$ cat src/rtl/sdpram_be_if.sv
// sdpram_be_if: write, read and status signals of the byte-enable simple dual-port RAM
interface sdpram_be_if #(
  parameter int DATASIZE = 32,
  parameter int ADDRSIZE = 4,
  parameter int BYTESIZE = 8
);
  localparam int NB = DATASIZE / BYTESIZE;
  logic clr;
  logic wr_en;
  logic [NB-1:0] wr_be;
  logic [ADDRSIZE-1:0] wr_addr;
  logic [DATASIZE-1:0] wr_data;
  logic rd_en;
  logic [ADDRSIZE-1:0] rd_addr;
  logic [DATASIZE-1:0] rd_data;
  logic rd_valid;
  logic init_done;
  modport master (
    output clr, wr_en, wr_be, wr_addr, wr_data, rd_en, rd_addr,
    input rd_data, rd_valid, init_done
  );
  modport slave (
    input clr, wr_en, wr_be, wr_addr, wr_data, rd_en, rd_addr,
    output rd_data, rd_valid, init_done
  );
endinterface

$ cat src/rtl/sdpram_be.sv
// sdpram_be: single-clock simple dual-port RAM with byte enables, read-during-write policy,
// optional output register and a clear engine that zeroes the array after reset or on clr
module sdpram_be #(
  parameter int DATASIZE = 32,
  parameter int ADDRSIZE = 4,
  parameter int BYTESIZE = 8,
  parameter int OUT_REG = 0,
  parameter int RDW_MODE = 0
) (
  input logic clk,
  input logic rst_n,
  sdpram_be_if.slave bus
);
  localparam int NB = DATASIZE / BYTESIZE;
  localparam int DEPTH = 1 << ADDRSIZE;
  typedef enum logic {INIT, READY} state_t;
  state_t state, state_nx;
  logic [ADDRSIZE-1:0] cnt;
  logic [DATASIZE-1:0] mem [DEPTH];
  logic [DATASIZE-1:0] mask, rword, d1;
  logic we, re, v1;
  always_comb begin
    state_nx = bus.clr ? INIT : (state == INIT && &cnt) ? READY : state;
  end
  // terminal compare on cnt ends INIT before the counter can wrap and rewrite address 0
  always_ff @(posedge clk or negedge rst_n)
    if (!rst_n) begin
      state <= INIT;
      cnt <= '0;
    end else begin
      state <= state_nx;
      cnt <= (state == INIT && !bus.clr) ? cnt + 1'b1 : '0;
    end
  assign we = state == READY && !bus.clr && bus.wr_en;
  assign re = state == READY && bus.rd_en;
  assign bus.init_done = state == READY;
  always_comb begin
    mask = '0;
    for (int i = 0; i < NB; i++) mask[i*BYTESIZE +: BYTESIZE] = {BYTESIZE{bus.wr_be[i]}};
    rword = (RDW_MODE == 0 && we && bus.wr_addr == bus.rd_addr)
          ? (mem[bus.rd_addr] & ~mask) | (bus.wr_data & mask) : mem[bus.rd_addr];
  end
  always_ff @(posedge clk)
    if (state == INIT) mem[cnt] <= '0;
    else
      for (int i = 0; i < NB; i++)
        if (we && bus.wr_be[i]) mem[bus.wr_addr][i*BYTESIZE +: BYTESIZE] <= bus.wr_data[i*BYTESIZE +: BYTESIZE];
  always_ff @(posedge clk or negedge rst_n)
    if (!rst_n) begin
      v1 <= 1'b0;
      d1 <= '0;
    end else begin
      v1 <= re;
      d1 <= re ? rword : d1;
    end
  generate
    if (OUT_REG != 0) begin : g_oreg
      logic [DATASIZE-1:0] d2;
      logic v2;
      always_ff @(posedge clk or negedge rst_n)
        if (!rst_n) begin
          v2 <= 1'b0;
          d2 <= '0;
        end else begin
          v2 <= v1;
          d2 <= v1 ? d1 : d2;
        end
      assign bus.rd_data = d2;
      assign bus.rd_valid = v2;
    end else begin : g_direct
      assign bus.rd_data = d1;
      assign bus.rd_valid = v1;
    end
  endgenerate
endmodule

$ cat src/flat_wrapper.sv
// flat-port wrapper written by rule: the top's interface ports become plain ports
module sdpram_be_flat 
#(
  parameter int DATASIZE = 32,
  parameter int ADDRSIZE = 4,
  parameter int BYTESIZE = 8,
  parameter int OUT_REG = 0,
  parameter int RDW_MODE = 0
)
  (clk, rst_n, bus_clr, bus_wr_en, bus_wr_be, bus_wr_addr, bus_wr_data, bus_rd_en, bus_rd_addr, bus_rd_data, bus_rd_valid, bus_init_done);
  sdpram_be_if #(.DATASIZE(DATASIZE), .ADDRSIZE(ADDRSIZE), .BYTESIZE(BYTESIZE)) bus_i ();
  input logic clk;
  input logic rst_n;
  input wire logic [$bits(bus_i.clr)-1:0] bus_clr;
  input wire logic [$bits(bus_i.wr_en)-1:0] bus_wr_en;
  input wire logic [$bits(bus_i.wr_be)-1:0] bus_wr_be;
  input wire logic [$bits(bus_i.wr_addr)-1:0] bus_wr_addr;
  input wire logic [$bits(bus_i.wr_data)-1:0] bus_wr_data;
  input wire logic [$bits(bus_i.rd_en)-1:0] bus_rd_en;
  input wire logic [$bits(bus_i.rd_addr)-1:0] bus_rd_addr;
  output wire logic [$bits(bus_i.rd_data)-1:0] bus_rd_data;
  output wire logic [$bits(bus_i.rd_valid)-1:0] bus_rd_valid;
  output wire logic [$bits(bus_i.init_done)-1:0] bus_init_done;
  assign bus_i.clr = bus_clr;
  assign bus_i.wr_en = bus_wr_en;
  assign bus_i.wr_be = bus_wr_be;
  assign bus_i.wr_addr = bus_wr_addr;
  assign bus_i.wr_data = bus_wr_data;
  assign bus_i.rd_en = bus_rd_en;
  assign bus_i.rd_addr = bus_rd_addr;
  assign bus_rd_data = bus_i.rd_data;
  assign bus_rd_valid = bus_i.rd_valid;
  assign bus_init_done = bus_i.init_done;
  sdpram_be #(.DATASIZE(DATASIZE), .ADDRSIZE(ADDRSIZE), .BYTESIZE(BYTESIZE), .OUT_REG(OUT_REG), .RDW_MODE(RDW_MODE)) u_core (.clk(clk), .rst_n(rst_n), .bus(bus_i));
endmodule
$ cat config.mk
export PLATFORM = sky130hd
export DESIGN_NAME = sdpram_be_flat
export DESIGN_NICKNAME = d
export VERILOG_FILES = /design/src/rtl/sdpram_be_if.sv /design/src/rtl/sdpram_be.sv /design/src/flat_wrapper.sv
export SDC_FILE = /design/constraint.sdc
export NUM_CORES = 1
export LEC_CHECK = 0
export CORE_ASPECT_RATIO = 0.75
export CORE_UTILIZATION = 35
export CTS_CLUSTER_DIAMETER = 100
export DETAILED_ROUTE_END_ITERATION = 8
export MAX_ROUTING_LAYER = met4
export SKIP_CTS_REPAIR_TIMING = 1
export SYNTH_ARGS = -nofsm -noshare
export SYNTH_HDL_FRONTEND = slang
export SYNTH_SLANG_ARGS = --single-unit
$ cat constraint.sdc
create_clock -name clk -period 3.4 [get_ports clk]
set_input_delay 0.68 -clock clk [delete_from_list [all_inputs] [get_ports clk]]
set_output_delay 0.68 -clock clk [all_outputs]
set_load 0.1 [all_outputs]
## After elaboration in Yosys (flattened, before gate mapping)

Memory sizes are Yosys's and may differ from the RTL's.
Index checks and enable logic that the tools add are counted.
Widths: inputs -> output; s select.

- Flip-flop bits (word level): 38
- Bits in latches: 0
- Bits in writable memories: 512
- Bits in read-only memories: 0
- Input port bits: 49
- Output and inout port bits: 34
- Word-level logic and storage cells: 46
- Memories kept: 1

- Add/sub/neg operators: 1
- $mul: 0
- Divide/modulo/power cells: 0
- $lt $le $gt $ge: 0
- Equality and inequality tests: 1
- Shifts and indexed selects: 0
- Muxes and demuxes: 20
- Bitwise operators: 5
- Reductions and logical operators: 14

Memory list:

| memory | words | width | rd ports | clocked after memory_dff | wr ports | RTL line | text |
|---|---|---|---|---|---|---|---|
| u_core.mem | 16 | 32 | 1 | 0 | 1 | sdpram_be.sv:19 | `logic [DATASIZE-1:0] mem [DEPTH];` |

Operators by type and width:

| cell | count |
|---|---|
| $and 32x32->32 | 2 |
| $mux 32 | 2 |
| $not 32->32 | 1 |
| $or 32x32->32 | 1 |
| $reduce_or 32->1 | 1 |
| $mux 1 | 15 |
| $mux 4 | 3 |
| $logic_and 1x1->1 | 10 |
| $add 4x1->4 const B | 1 |
| $eq 4x4->1 | 1 |
| $reduce_and 4->1 | 1 |
| $reduce_bool 2->1 | 1 |
| $logic_not 1->1 | 1 |
| $not 1->1 | 1 |

## Logic depth before layout (Yosys ltp)

Gate-level depths: netlist (run 1).

- Word-level depth: 9
- Depth in mapped cells: 7
- Mapped depth without buffers: 4

## Worst setup path before layout (run 1)

Ideal clock, no wire load.

- Path type: register to register
- Start point: register u_core.state (netlist: u_core.bus.init_done)
- End point: memory u_core.mem[12][24] (enable)
- Arrival: 2694 ps
- Data required time: 3017 ps
- Path slack: 323 ps
- Stages on the path, launching flop included: 6
- Buffers on the path: 1
- Clock period less this slack: 3077 ps
- Path through: dfrtp_1 -> nand3b_1 -> nor2_4 -> mux2_2 -> buf_2 -> nor3_1

- Longest elaborated chain between the ends: 8

RTL lines:

| item | RTL line | text |
|---|---|---|
| from (decl) | sdpram_be.sv:17 | `state_t state, state_nx;` |
| from (signal assigned) | sdpram_be.sv:31 | `state <= state_nx;` |
| $logic_and 1x1->1 (2 in series) | sdpram_be.sv:34 | `assign we = state == READY && !bus.clr && bus.wr_en;` |
| $logic_and 1x1->1 | sdpram_be.sv:47 | `if (we && bus.wr_be[i]) mem[bus.wr_addr][i*BYTESIZE +: BYTESIZE] <= bus.wr_data[i*BYTESIZE +: BYTESIZE];` |
| $mux 1 | sdpram_be.sv:47 |  |
| $mux 1 | sdpram_be.sv:44 | `if (state == INIT) mem[cnt] <= '0;` |
| $mux 1 (implied by the code) | sdpram_be.sv:47 |  |
| $reduce_or 32->1 (no source line) | -- |  |
| $mux 4 (no source line) | -- |  |
| to (decl) | sdpram_be.sv:19 |  |

Parallel ways exist; a longest one is shown, timed or not.

## Worst setup path after layout (run 1)

- Start point: input port bus_wr_be[3]
- End point: memory u_core.mem[2][3] (enable)

- Longest elaborated chain between the ends: 6

RTL lines:

| item | RTL line | text |
|---|---|---|
| from (decl) | flat_wrapper.sv:16 | `input wire logic [$bits(bus_i.wr_be)-1:0] bus_wr_be;` |
| $logic_and 1x1->1 (*) | sdpram_be.sv:47 |  |
| $mux 1 (*) | sdpram_be.sv:47 |  |
| $mux 1 (*) | sdpram_be.sv:44 |  |
| $mux 1 (implied by the code) (*) | sdpram_be.sv:47 |  |
| $reduce_or 32->1 (no source line) (*) | -- |  |
| $mux 4 (no source line) | -- |  |

Every way passes the cells marked *; elsewhere a longest branch is shown, timed or not.

==> reports/metrics.yaml, run 1 <==
synth:
  async_flop_share: 0.0691
  ys_seq_elements: 550
  synth-simple-area-share: 0.0580
  synth_fa_ha_area_frac: 0.000564
  syn_avg_cell_area_um2: 19.5
  post-synth-top-area-cell: "edfxtp_1"
  synth_top_family_by_area: "multiplexers"
  synth-edff-count: 512
  syn_nets: 1186
  yosys_warnings: 0
  syn_area_um2: 22200
  post-synth-top-area-fraction: 0.693
  synth-seq-area-share: 0.736
  muxShareOfSynthArea: 0.135
  synth_flop_cell: "edfxtp_1"
  synth_cells: 1136
  ys_types: 35
  synth_compound_area_frac: 0.0483
  synth_area_leaders: "edfxtp_1 (69%), mux4_2 (13%), dfrtp_1 (4.3%), a22o_1 (2.5%), and2_1 (1.8%)"
  synth_xor_area_frac: 0.00237
sta:
  clock_skew_ns: 0.0213
  slew_violations: 0
  finalCritPeriodShare: 0.856
  rsz0062_at_grt: "no"
  fmax_mhz: 344
  setup_slack_ns: 0.490
  finalSetupViolCount: 0
  slew_headroom: 0.345
  worst_pin_slew_ns: 0.962
  layout_min_cycle_time_ns: 2.91
  hold_viol: 0
global_routing:
  grt-ovfl-total: 0
  first_global_vias: 12139
  grt_pass1_wl_um: 82500
  antenna_found_initial: 0
  grt_max_degree: 46
  grt_use_total: 0.181
clocking:
  cts-root-buf: "clkbuf_16"
  path_clk_slew_ns: 0.07
  cts.sinks: 550
  cts_buffers: 51
  clkLatencyLatePin_ns: 0.57
  cts.path.max_buffers: 3
  htreeDepth: 2
  cts_tree: "done"
flow_run:
  maxCapViolCount: 0
power_and_ir_drop:
  finalPower_mw: 14.7
  peakVddDrop_mv: 0.370
  power_density_nw_per_um2: 548
  power_leakage_nw: 9.71
min_path:
  hold_path_class: "in -> async"
die:
  die_h_um: 220
  dieArea_um2: 64400
  start_util: 0.356
  num_rows: 79
  core_area_um2: 62400
  ios: 83
  die-width_um: 293
setup_path:
  reg2reg_depth: 5
  worst_r2r_endpoint: "u_core.mem[2][3]$_DFFE_PP_"
  required_ns: 3.72
  crit_buf_inv: 3
  worstPathArrival_ns: 3.23
  critPathLaunch: "bus_wr_be[3]"
  cpMostUsedCell: "buf_4"
  crit_fanout: 16
  worstSetupPathType: "in -> reg"
  r2r_start: "u_core.bus.init_done$_DFFE_PN0P_"
  end_kind: "flop"
  crit_family: "buffers and inverters"
  cp_cell_sequence: "clkdlybuf4s50_1, nor4_2, buf_4, nor2_4, mux2i_4, nor3_1, buf_4"
  worst-r2r-setup-slack_ns: 0.90
  cpMaxStageDelayCell: "mux2i_4"
  crit_path_start_kind: "primary input"
  max_stage_delay_ns: 0.87
route:
  postRouteAntennaNets: 0
  drc: 0
  wire_per_inst_um: 25.2
  num_vias: 11898
  drt_iter0_drc: 1185
  drtPass1Iterations: 5
  totalWireLength_um: 56200
  viasPerCell: 5.34
cells_and_area:
  layout.nets: 1388
  ff_latch_area_um2: 16300
  antenna_cells: 0
  fillers: 5410
  mostFrequentLayoutCells: "edfxtp_1 (512), buf_4 (154), mux4_2 (128)"
  layout_commonest_cell: "edfxtp_1"
  multi_input_comb_area_um2: 5450
  drive_gt1_frac: 0.304
  syn_to_final_growth_pct: 20.6
placed_design:
  hpwl_um: 37000
  io_buffers: 82
  gp_congestion: 0.810
  dp_slack_ns: -0.0764
status:
  status: "finished, final reports clean"
[where the power goes]
group | internal [mW] | switching [mW] | total (mW)
sequential | 7.47 | 0.0552 | 7.53
combinational | 0.429 | 0.765 | 1.19
clock | 3.49 | 2.46 | 5.95
[metal layers]
metal	vias up	track usage	wire length (um)
li1	5099	-	-
met1	6283	0.264	25900
met3	67	0.0435	4820
met4	0	0.0377	1040
met5	-	-	0
met2	449	0.257	24400
[metrics by stage]
stage | TNS (ns) | instance area [um^2] | util | hold slack (ns) | cells
2_1_floorplan | 0 | 22200 | - | 0.384 | 1136
3_3_place_gp | -5.79 | 25000 | 0.401 | 0.576 | 2135
3_5_place_dp | -3.54 | 25000 | 0.401 | 0.581 | 2135
4_1_cts | 0 | 26800 | 0.429 | 0.132 | 2230
5_1_grt | 0 | 26800 | 0.429 | 0.142 | 2230
6_report | 0 | 26800 | 0.429 | 0.140 | 2230
[sequential cells by signal (all words and copies together), names as in the netlist]
register              flops
u_core.mem              512
u_core.bus.rd_data       32
u_core.cnt                4
u_core.bus.init_done      1
u_core.bus.rd_valid       1
[cell usage after synthesis (5+ instances only)]
| cell | instances |
|---|---|
| edfxtp_1 | 512 |
| xor2_1 | 5 |
| a22o_1 | 64 |
| a41oi_1 | 32 |
| and2_1 | 65 |
| nor3_1 | 57 |
| buf_2 | 18 |
| buf_4 | 10 |
| dfrtp_1 | 38 |
| clkbuf_1 | 37 |
| nor2b_1 | 11 |
| buf_6 | 9 |
| buf_1 | 6 |
| nor2_1 | 39 |
| o21ai_1 | 32 |
| mux4_2 | 128 |
| nor3_2 | 10 |
| nand2_1 | 5 |
| and3_1 | 32 |
[how the worst max path moves through the flow]
stage,endpoint,cells after the start
finish,u_core.mem[2][3]$_DFFE_PP_,7
global route,u_core.mem[6][5]$_DFFE_PP_,7
CTS,u_core.mem[2][3]$_DFFE_PP_,7
detailed placement,u_core.mem[2][30]$_DFFE_PP_,7
global placement,u_core.mem[6][24]$_DFFE_PP_,7
floorplan,u_core.mem[12][24]$_DFFE_PP_,5
[cells by family (layout without fill, tap and decap cells)]
logic type,Yosys count,after routing
compound gates,137,137
xor+xnor,6,6
fa+ha+maj,1,1
buf+inv,81,325
flops,550,550
mux,136,136
simple gates,225,225
[area by class of cell]
cell class	count	area share
flip-flops and latches	550	0.610
multi-input cells	505	0.204
repair buffers	229	0.0813
clock buffers	72	0.0537
well taps	850	0.0397
clock inverters	23	0.0113
inverters	1	0.000140
No activity file was read; power rests on OpenSTA's default activity.
==> inputs of run 2 (changes only) <==
--- a/config.mk
+++ b/config.mk
@@ -10,6 +10,7 @@
 export CTS_CLUSTER_DIAMETER = 100
 export DETAILED_ROUTE_END_ITERATION = 8
 export MAX_ROUTING_LAYER = met4
+export REMOVE_ABC_BUFFERS = 1
 export SKIP_CTS_REPAIR_TIMING = 1
 export SYNTH_ARGS = -nofsm -noshare
 export SYNTH_HDL_FRONTEND = slang
==> constraint.sdc (replaced) <==
create_clock -name clk -period 2.5 [get_ports clk]
set_input_delay 0.5 -clock clk [delete_from_list [all_inputs] [get_ports clk]]
set_output_delay 0.5 -clock clk [all_outputs]
set_load 0.1 [all_outputs]
==> run 2 against run 1 <==
Against the previous run:
- register-to-register slack got worse by 0.55 ns
- clock skew rose by 0.00067 ns
- clock-buffer cell count fell by 6
- sequential share of layout area fell by 1.5 points
- global-route usage rose by 0.38 points
- wire length rose by 0.99%
- critical path type unchanged
==> reports/metrics.yaml, run 2 (same netlist as run 1, synthesis figures left out) <==
setup_path:
  worst_r2r_endpoint: "u_core.mem[4][6]$_DFFE_PP_"
  cp_cell_sequence: "clkdlybuf4s50_1, nand3b_1, nor2_4, buf_6, mux2i_2, buf_4, nor3_1, buf_4"
  crit_fanout: 18
  r2r_start: "u_core.bus.init_done$_DFFE_PN0P_"
  end_kind: "flop"
  reg2reg_depth: 7
  required_ns: 2.85
  crit_path_start_kind: "primary input"
  max_stage_delay_ns: 0.57
  cpMostUsedCell: "buf_4"
  worstSetupPathType: "in -> reg"
  worst-r2r-setup-slack_ns: 0.35
  cpMaxStageDelayCell: "clkdlybuf4s50_1"
  worstPathArrival_ns: 2.78
route:
  drt_iter0_drc: 1429
  totalWireLength_um: 56800
  drtPass1Iterations: 5
  drc: 0
  postRouteAntennaNets: 0
  viasPerCell: 5.30
  route.met3.wl_um: 5730
  top_layer: "met4"
  num_vias: 12042
  wire_per_inst_um: 25.0
  wl_met2_um: 24100
  met1_length_um: 25900
sta:
  hold_viol: 0
  fin_hold_ws_ns: 0.498
  finalSetupTns_ns: 0
  slew_headroom: 0.251
  slew_violations: 0
  setup_slack_ns: 0.0698
  clock_skew_ns: 0.0220
  rsz0062_at_grt: "no"
  worst_pin_slew_ns: 1.12
  layout_min_cycle_time_ns: 2.43
  finalSetupViolCount: 0
  finalCritPeriodShare: 0.972
  fmax_mhz: 411
cells_and_area:
  top_register: "u_core.mem"
  fin_util: 0.440
  syn_to_final_growth_pct: 23.6
  largest_reg_flops: 512
  drive_gt1_frac: 0.324
  mostFrequentLayoutCells: "edfxtp_1 (512), buf_4 (164), mux4_2 (128)"
  layout.nets: 1429
  layout_commonest_cell: "edfxtp_1"
power_and_ir_drop:
  power_density_nw_per_um2: 730
  switchingPower_mw: 4.57
  seq_power_share: 0.512
  internal_power_mw: 15.4
  clkPwrFrac: 0.404
  p_sw_frac: 0.229
  power_leakage_nw: 10.0
  peakVddDrop_mv: 0.445
  pwr-share-comb: 0.084
placed_design:
  dp_slack_ns: -0.660
  gp_congestion: 0.830
  hpwl_um: 37800
  io_buffers: 82
global_routing:
  grt_max_degree: 51
  antenna_found_initial: 1
  grt-ovfl-total: 0
  grt_use_total: 0.185
  grt_pass1_wl_um: 83600
  first_global_vias: 11970
status:
  status: "finished, final reports clean"
die:
  start_util: 0.356
  die-width_um: 293
  num_rows: 79
  die_h_um: 220
  dieArea_um2: 64400
  ios: 83
  core_area_um2: 62400
clocking:
  htreeDepth: 2
  cts.path.max_buffers: 3
  cts_tree: "done"
  cts_buffers: 53
  clkLatencyLatePin_ns: 0.61
  path_clk_slew_ns: 0.06
  cts.sinks: 550
  cts-root-buf: "clkbuf_16"
flow_run:
  maxCapViolCount: 0
min_path:
  hold_path_class: "in -> async"
run 2: changes by cell type in the layout (fill, tap and decap cells not counted), sizes merged:
cell,previous run,this run
diode,0,1
clkinv,11,21
bufinv,7,5
buf,183,221
dlygate4sd3,0,1
inv,2,4
clkbuf,73,67
run 2: final cells by class:
type | instances | area [um^2]
diodes | 1 | 2.50
clock buffers | 66 | 1450
clock inverters | 33 | 300
fillers | 5355 | 35000
inverters | 1 | 3.75
multi-input cells | 505 | 5460
flip-flops and latches | 550 | 16300
well taps | 850 | 1060
repair buffers | 268 | 2810
run 2: per-layer routing:
metal	global-route usage	up-vias
met5	-	-
met4	0.0501	0
met3	0.0427	67
met2	0.251	578
met1	0.276	6210
li1	-	5187
run 2: power by group through the flow:
stage | Combinational [mW] | Clock (mW) | Sequential, mW
global route | 1.77 | 8.56 | 10.3
global placement | 1.66 | 0 | 10.4
detailed placement | 1.67 | 0 | 10.4
floorplan | 0.556 | 0 | 10.8
finish | 1.68 | 8.08 | 10.2
CTS | 1.68 | 8.23 | 10.2
run 2: worst max-delay path, delay by kind of cell:
kind                   cells  cell delay (ns)
multiplexers               1             0.38
AND/OR/NAND/NOR            3             0.62
buffers and inverters      4             1.28
run 2: worst max path at each step:
stage	start	endpoint	slack, ns
4_1_cts	bus_clr	u_core.mem[6][4]$_DFFE_PP_	-0.02
6_report	bus_clr	u_core.mem[4][6]$_DFFE_PP_	0.07
5_1_grt	bus_clr	u_core.mem[5][0]$_DFFE_PP_	0.04
2_1_floorplan	u_core.bus.init_done$_DFFE_PN0P_	u_core.mem[12][0]$_DFFE_PP_	-1.30
3_3_place_gp	bus_clr	u_core.mem[6][1]$_DFFE_PP_	-0.61
3_5_place_dp	bus_clr	u_core.mem[6][3]$_DFFE_PP_	-0.66
run 2: per-stage QoR:
stage	total power, mW	std cells	area [um^2]
after floorplan	11.3	1056	21800
after global placement	12.1	2166	25600
after detailed placement	12.1	2166	25600
after CTS	20.1	2265	27300
after global routing	20.6	2274	27400
final	20.0	2274	27400
==> inputs of run 3 (changes only) <==
--- a/config.mk
+++ b/config.mk
@@ -5,10 +5,12 @@
 export SDC_FILE = /design/constraint.sdc
 export NUM_CORES = 1
 export LEC_CHECK = 0
+export ABC_CLOCK_PERIOD_IN_PS = 2650
 export CORE_ASPECT_RATIO = 0.75
 export CORE_UTILIZATION = 35
 export CTS_CLUSTER_DIAMETER = 100
 export DETAILED_ROUTE_END_ITERATION = 8
+export GPL_TIMING_DRIVEN = 0
 export MAX_ROUTING_LAYER = met4
 export REMOVE_ABC_BUFFERS = 1
 export SKIP_CTS_REPAIR_TIMING = 1
==> constraint.sdc (replaced) <==
create_clock -name clk -period 2.65 [get_ports clk]
set_input_delay 0.53 -clock clk [delete_from_list [all_inputs] [get_ports clk]]
set_output_delay 0.53 -clock clk [all_outputs]
set_load 0.1 [all_outputs]
==> run 3 against run 2 <==
Against the previous run:
- the flow now finishes with violations (setup timing)
- worst hold slack worse by 0.18 ns
- final cell count is 3.4% lower
- wire length shrank 4.0%
- core utilization about the same
- die area stayed put
- worst setup slack worse by 0.14 ns
- critical endpoint is now u_core.mem[5][20]$_DFFE_PP_
- highest routed layer unchanged
==> reports/metrics.yaml, run 3 (same netlist as run 1, synthesis figures left out) <==
min_path:
  hold_path_class: "in -> reg"
  hold_path_depth: 2
clocking:
  cts-root-buf: "clkbuf_16"
  cts.path.max_buffers: 3
  path_clk_slew_ns: 0.06
  clkLatencyLatePin_ns: 0.61
  cts_tree: "done"
  htreeDepth: 2
  cts.sinks: 550
  cts_buffers: 54
power_and_ir_drop:
  power_density_nw_per_um2: 676
  internal_power_mw: 14.3
  p_sw_frac: 0.231
  peakVddDrop_mv: 0.425
  clkPwrFrac: 0.391
  switchingPower_mw: 4.28
  seq_power_share: 0.521
  power_leakage_nw: 10.2
  pwr-share-comb: 0.088
sta:
  clock_skew_ns: 0.0291
  finalCritPeriodShare: 1.03
  setup_slack_ns: -0.0743
  layout_min_cycle_time_ns: 2.72
  finalSetupTns_ns: -0.784
  slew_violations: 0
  rsz0062_at_grt: "yes"
  finalSetupViolCount: 33
  worst_pin_slew_ns: 1.42
  fmax_mhz: 367
  hold_viol: 0
  slew_headroom: 0.0474
route:
  totalWireLength_um: 54500
  num_vias: 11754
  viasPerCell: 5.35
  drt_iter0_drc: 1040
  drc: 0
  postRouteAntennaNets: 0
  drtPass1Iterations: 5
  wire_per_inst_um: 24.8
setup_path:
  worst-r2r-setup-slack_ns: -0.07
  crit_fanout: 9
  worstPathArrival_ns: 3.07
  reg2reg_depth: 8
  worstSetupPathType: "reg -> reg"
  required_ns: 2.99
  crit_path_start_kind: "flop"
  end_kind: "flop"
global_routing:
  grt_max_degree: 82
  grt_use_total: 0.166
  grt-ovfl-total: 0
  grt_pass1_wl_um: 75600
  first_global_vias: 11659
  antenna_found_initial: 4
cells_and_area:
  largest_reg_flops: 512
  fillers: 5283
  drive_gt1_frac: 0.305
  syn_to_final_growth_pct: 23.6
  top_register: "u_core.mem"
  mostFrequentLayoutCells: "edfxtp_1 (512), mux4_2 (128), buf_4 (65)"
  ff_latch_area_um2: 16300
  layout.nets: 1357
  layout_commonest_cell: "edfxtp_1"
  multi_input_comb_area_um2: 6100
die:
  start_util: 0.356
  ios: 83
  core_area_um2: 62400
  die_h_um: 220
  die-width_um: 293
  num_rows: 79
  dieArea_um2: 64400
status:
  status: "finished with violations"
  violations: "setup timing"
placed_design:
  hpwl_um: 31800
  dp_slack_ns: -2.61
  io_buffers: 82
  gp_congestion: 0.734
flow_run:
  maxCapViolCount: 0
-- run 3: cell count changes in the layout (fill, tap and decap cells not counted), moves of 5 or more --
| cell | before | now |
|---|---|---|
| buf_16 | 0 | 8 |
| nor3_2 | 10 | 25 |
| buf_2 | 1 | 6 |
| nor3_1 | 57 | 4 |
| buf_4 | 164 | 65 |
| dlymetal6s2s_1 | 0 | 37 |
| nor3_4 | 1 | 39 |
| buf_12 | 54 | 27 |
-- run 3: critical path, cell delays in order (launching register included) --
cell	delay, ns
dfrtp_4	0.45
buf_16	0.12
nand3b_1	0.21
nor2_4	0.28
buf_12	0.18
mux2i_4	0.58
buf_8	0.25
nor3_2	0.10
buf_2	0.27
-- run 3: through the flow --
step	utilization	power, mW	hold WS [ns]	std cells	cell area [um^2]
5_1_grt	0.440	19.1	0.284	2197	27400
6_report	0.440	18.5	0.313	2197	27400
4_1_cts	0.413	18.6	-0.194	2102	25800
3_5_place_dp	0.387	11.3	0.463	2007	24100
2_1_floorplan	-	10.7	0.234	1056	21800
3_3_place_gp	0.379	11.4	0.551	1988	23600
-- run 3: final timing paths --
check	start	endpoint
max	u_core.bus.init_done$_DFFE_PN0P_	u_core.mem[5][20]$_DFFE_PP_
min	bus_clr	u_core.cnt[2]$_DFF_PN0_
max reg2reg	u_core.bus.init_done$_DFFE_PN0P_	u_core.mem[5][20]$_DFFE_PP_
min reg2reg	u_core.bus.rd_data[4]$_DFFE_PN0P_	u_core.bus.rd_data[4]$_DFFE_PN0P_
max in group asynchronous	rst_n	u_core.bus.rd_data[31]$_DFFE_PN0P_
min in group asynchronous	rst_n	u_core.bus.rd_valid$_DFF_PN0_
-- run 3: layout make-up --
type                            instances  share of cell area
Clock inverter                         27             0.00698
Sequential cell                       550               0.596
Clock buffer                           68              0.0531
Tap cell                              850              0.0388
Antenna cell                            1           0.0000913
Multi-Input combinational cell        508               0.222
Timing Repair Buffer                  192              0.0830
Inverter                                1            0.000137
-- run 3: per-layer routing --
layer  GRT usage  routed length, um  share of wire  vias to the layer above
li1            -                  -              -                     5054
met1       0.231              23900           0.44                     6187
met5           -                  0              0                        -
met3      0.0385               4050          0.074                       81
met4      0.0443               1130          0.021                        0
met2       0.244              25500           0.47                      432
-- run 3: power groups by stage --
stage	combinational (mW)	sequential (mW)	clock (mW)
after floorplan	0.525	10.2	0
after global placement	1.55	9.84	0
after detailed placement	1.49	9.84	0
after CTS	1.49	9.66	7.40
after global routing	1.71	9.67	7.71
final	1.63	9.65	7.25
